### src/rtl/mul_dot_accumulator.sv
// Dot-product accumulator: sums N_TERMS consecutive multiplier products into a
// wide result with a sticky overflow flag, presented on a valid/ready output.
module mul_dot_accumulator #(
    parameter int unsigned PROD_W  = 32,
    parameter int unsigned ACC_W   = 40,
    parameter int unsigned N_TERMS = 4,
    localparam int unsigned CNT_W  = $clog2(N_TERMS + 1)
) (
    input  logic              clk,
    input  logic              rst,
    input  logic              in_valid,
    output logic              in_ready,
    input  logic [PROD_W-1:0] in_product,
    input  logic              acc_clr,
    output logic              out_valid,
    input  logic              out_ready,
    output logic [ACC_W-1:0]  out_sum,
    output logic              out_ovf,
    output logic [CNT_W-1:0]  term_cnt
);

    localparam int unsigned SUM_W = ACC_W + 1;

    typedef enum logic {
        ST_ACCUM = 1'b0,
        ST_HOLD  = 1'b1
    } state_t;

    state_t             r_state;
    logic [ACC_W-1:0]   r_acc;
    logic               r_ovf_acc;
    logic [CNT_W-1:0]   r_term_cnt;
    logic               r_out_valid;
    logic [ACC_W-1:0]   r_out_sum;
    logic               r_out_ovf;

    logic [SUM_W-1:0]   w_sum;
    logic               w_accept;
    logic               w_last;

    // Extra top bit of the sum is the carry out of the accumulator width.
    assign w_sum    = {1'b0, r_acc} + SUM_W'(in_product);
    assign in_ready = (r_state == ST_ACCUM) && !acc_clr;
    assign w_accept = in_valid && in_ready;
    assign w_last   = (r_term_cnt == CNT_W'(N_TERMS - 1));

    assign out_valid = r_out_valid;
    assign out_sum   = r_out_sum;
    assign out_ovf   = r_out_ovf;
    assign term_cnt  = r_term_cnt;

    always_ff @(posedge clk) begin
        if (rst) begin
            r_state     <= ST_ACCUM;
            r_acc       <= '0;
            r_ovf_acc   <= 1'b0;
            r_term_cnt  <= '0;
            r_out_valid <= 1'b0;
            r_out_sum   <= '0;
            r_out_ovf   <= 1'b0;
        end else if (r_state == ST_ACCUM) begin
            if (acc_clr) begin
                r_acc      <= '0;
                r_ovf_acc  <= 1'b0;
                r_term_cnt <= '0;
            end else if (w_accept) begin
                if (w_last) begin
                    r_out_sum   <= w_sum[ACC_W-1:0];
                    r_out_ovf   <= r_ovf_acc | w_sum[ACC_W];
                    r_out_valid <= 1'b1;
                    r_acc       <= '0;
                    r_ovf_acc   <= 1'b0;
                    r_term_cnt  <= '0;
                    r_state     <= ST_HOLD;
                end else begin
                    r_acc      <= w_sum[ACC_W-1:0];
                    r_ovf_acc  <= r_ovf_acc | w_sum[ACC_W];
                    r_term_cnt <= r_term_cnt + CNT_W'(1);
                end
            end
        end else begin
            // Result held until downstream takes it; acc_clr is ignored here.
            if (out_ready) begin
                r_out_valid <= 1'b0;
                r_state     <= ST_ACCUM;
            end
        end
    end

endmodule

### config.mk
export PLATFORM = sky130hd
export DESIGN_NAME = mul_dot_accumulator
export DESIGN_NICKNAME = d
export VERILOG_FILES = /design/src/rtl/mul_dot_accumulator.sv
export SDC_FILE = /design/constraint.sdc
export NUM_CORES = 1
export LEC_CHECK = 0
export BUFFER_PORTS_ARGS = -buffer_cell sky130_fd_sc_hd__buf_2
export CAP_MARGIN = 20
export CORE_MARGIN = 2
export CORE_UTILIZATION = 45
export CTS_BUF_LIST = sky130_fd_sc_hd__clkbuf_2 sky130_fd_sc_hd__clkbuf_4 sky130_fd_sc_hd__clkbuf_8
export CTS_CLUSTER_DIAMETER = 100
export CTS_CLUSTER_SIZE = 28
export DETAILED_ROUTE_END_ITERATION = 7
export MAX_ROUTING_LAYER = met4
export PLACE_DENSITY = 0.63
export SLEW_MARGIN = 25
export SYNTH_ARGS = -nofsm -noshare
export SYNTH_HDL_FRONTEND = slang
export SYNTH_SLANG_ARGS = --single-unit
export TNS_END_PERCENT = 5
### constraint.sdc
create_clock -name clk -period 3.5 [get_ports clk]
set_clock_uncertainty 0.1 [all_clocks]
set_input_delay 0.175 -clock clk [delete_from_list [all_inputs] [get_ports clk]]
set_output_delay 0.175 -clock clk [all_outputs]
set_load 0.03 [all_outputs]
==> run metrics <==
number of register bits inferred by synthesis=87; clock sink total=87; Syn Area/Cell=7.90 µm²; Final min period=3.12 ns; violation count after the first detailed-routing iteration=268; net switching power=634 µW; Critical Path Start Type=flop; first-pass GRT wire length=24.0 mm; post-synthesis simple-gate area fraction=22.5%; Core Region=0.0114 mm²; total power draw=2.15 mW; fraction of layout cells with a size suffix above 1=17.0%; leakage component of the power=2.62 nW; via count of the first global-routing pass=4976; Post-Synthesis Cells=669; top-area cell type share of the netlist area=33.0%; post-placement cell area=0.00578 mm²; number of antenna repair diodes=0; crit path launch=r_acc[0]; Max-Slew Margin vs Limit=48.1%; complex-gate fraction of the synthesized area=26.2%; final count of negative-setup-slack endpoints=0; remaining design rule violation count=0; Data arrival, critical path=3.35 ns; synthesized-area fraction occupied by adder cells=8.19%; Total GRT Usage=24.1%; largest cells by area after synthesis=dfxtp_1 33%, ha_1 7.8%, nand2_1 6.9%; internal portion of total power=1.51 mW; PD cells=358 mW/mm²; Total Wirelength=14.6 mm; combined area of all synthesized cells=0.00528 mm²; final-stage net count=801; switching fraction of total power=29.5%; Resize count post-CTS=0; WHS=0.0967 ns; number of nets with antenna violations after routing=0; Seq/Total Area, Yosys=33.0%; hold_sp=acc_clr; effective utilization at floorplan=46.3%; status=finished, final reports clean; worst slew pin tran=0.776 ns; final number of max-transition violations=0; share of power burned in combinational logic=17.1%; leading post-synthesis cells by instance count=97 x nand2_1, 87 x dfxtp_1, 59 x a21oi_1; most used routing layer in global routing=met2; maximum clock frequency=0.321 GHz; total congestion overflow=0; Clock Pin Slew Worst Setup and Hold Paths=0.09 ns; endpoints failing hold=0; type of the setup path with the least slack=flop to flop; yosys warns=0; final total negative setup slack=0 ns; post-layout utilization of the core=52.5%; synthesis-to-layout area growth=13.5%; antenna violations before repair=0; maximum root-to-sink buffer count=2; postcts setup bufs=0; Net Count, Synth=740; unrepaired setup endpoints after global routing=no; xor/xnor share of the synthesized area=5.14%; sort of element at the end of the critical path=flop; part of the total power dissipated in sequential elements=47.4%; total clock buffers created by CTS=9; met1 capacity usage during global routing=30.3%; number of port buffers=82; multiplexer fraction of the synthesized cell area=0.947%; met3 capacity usage during global routing=3.67%; post-detailed-placement half-perimeter wirelength=10.4 mm; most numerous cell in the Yosys netlist=nand2_1; largest net degree at the start of global routing=57; Detailed Routing Iterations Pass 1=4; CTS Root Buffer Type=clkbuf_8; worst min-delay path class=primary input to flop; Post-synth top flop=dfxtp_1; Rows=39; latest clock arrival within the worst-skew pair=0.39 ns; crit share post-route=89.1%; combinational family with the most area after synthesis=compound AO/OA/AOI/OAI gates; critical path data required time=3.73 ns; die width=112 µm; Clock power frac=35.5%; Via-to-Cell Ratio=5.78; die footprint=0.0126 mm²; routability-driven placement congestion ratio=0.893; global-route met2 utilization=38.2%; fin area=0.00600 mm²; Max VDD drop=0.000269 V; height of the die=112 µm; maximum fanout along the worst path=3; Worst R2R Start=r_acc[0]; number of library cell types mapped by synthesis=66; number of enable-type register cells in the synthesized netlist=0; area leader, netlist=dfxtp_1; async set-or-reset flop fraction in the synthesized netlist=0%; clock tree from TritonCTS=done; I/O Pins=83; maximum level of the CTS H-tree=3; routed wirelength normalized by instance count=16.6 µm; number of max-capacitance violations reported=0; total via count in the routed design=5073
==> through the flow <==
stage / cells / setup WS [ns]
2_1_floorplan: 669 / 0.854
3_3_place_gp: 861 / 0.528
3_5_place_dp: 861 / 0.428
4_1_cts: 878 / 0.395
5_1_grt: 878 / 0.142
6_report: 878 / 0.380
==> kinds of logic (layout without fill, tap and decap cells) <==
| logic type | count (synthesis) | after routing |
|---|---|---|
| compound gates | 208 | 208 |
| fa+ha+maj | 34 | 34 |
| flops | 87 | 87 |
| mux | 5 | 5 |
| simple gates | 252 | 252 |
| buf+inv | 52 | 118 |
| xor+xnor | 31 | 31 |
==> registers in the layout, summed over array words and instances, names as in the netlist <==
register / flops
out_sum: 40
out_ovf: 1
out_valid: 1
r_ovf_acc: 1
r_acc: 40
r_state: 1
term_cnt: 3
==> per-layer routing <==
layer	routed length [µm]	part of all wire [%]
met5	0	0
met3	644	4.4
met2	6560	45
met1	7000	48
met4	344	2.4
==> cell type report <==
cell class,instances,area [µm²]
fill,1146,5420
multi-input combinational,530,3340
sequential,87,1740
timing repair buffer,94,503
tap,143,179
clock buffer,11,151
clock inverter,5,56.3
inverter,8,30.0
==> worst max-delay path: stages (launching register included) <==
cell	delay [ns]
dfxtp_1	0.34
ha_1	0.16
inv_1	0.05
fa_1	0.38
nand2b_1	0.17
a21oi_1	0.24
nor3b_1	0.11
o31ai_1	0.48
a211o_1	0.29
a41oi_1	0.21
or4_1	0.45
nand3_1	0.08
==> final timing paths <==
kind / to / slack (ns) / cells after the start
min reg2reg: out_sum[32] / 0.36 / 2
min: term_cnt[2] / 0.1 / 3
max: out_sum[24] / 0.38 / 11
max reg2reg: out_sum[24] / 0.38 / 11
==> placed cells by master, fill, tap and decap left out, drive strengths merged, types with 7 or more instances in the layout <==
cell type / netlist / routed
nand2b: 7 / 7
o21ai: 50 / 50
clkbuf: 36 / 11
a22oi: 15 / 15
and3: 16 / 16
a21oi: 61 / 61
nand3: 28 / 28
inv: 8 / 8
xor2: 18 / 18
nand2: 98 / 98
nand4: 13 / 13
a31oi: 10 / 10
nor2: 46 / 46
ha: 33 / 33
xnor2: 13 / 13
o21a: 7 / 7
nor3: 14 / 14
a21o: 16 / 16
and2: 10 / 10
dfxtp: 87 / 87
a22o: 7 / 7
buf: 8 / 93
==> what timing repair did <==
action / CTS / global route
endpoints found under the hold margin: 2 / 0
hold buffers: 1 / 0
endpoints found under the setup margin: 0 / 0
==> power groups by stage <==
stage	Combinational [mW]	Clock, mW	Sequential, mW
floorplan	0.267	0	1.04
global placement	0.359	0	1.04
detailed placement	0.361	0	1.04
CTS	0.364	0.779	1.02
global route	0.408	0.814	1.02
finish	0.366	0.763	1.02
Note: power is estimated with default switching activity, not from simulation.
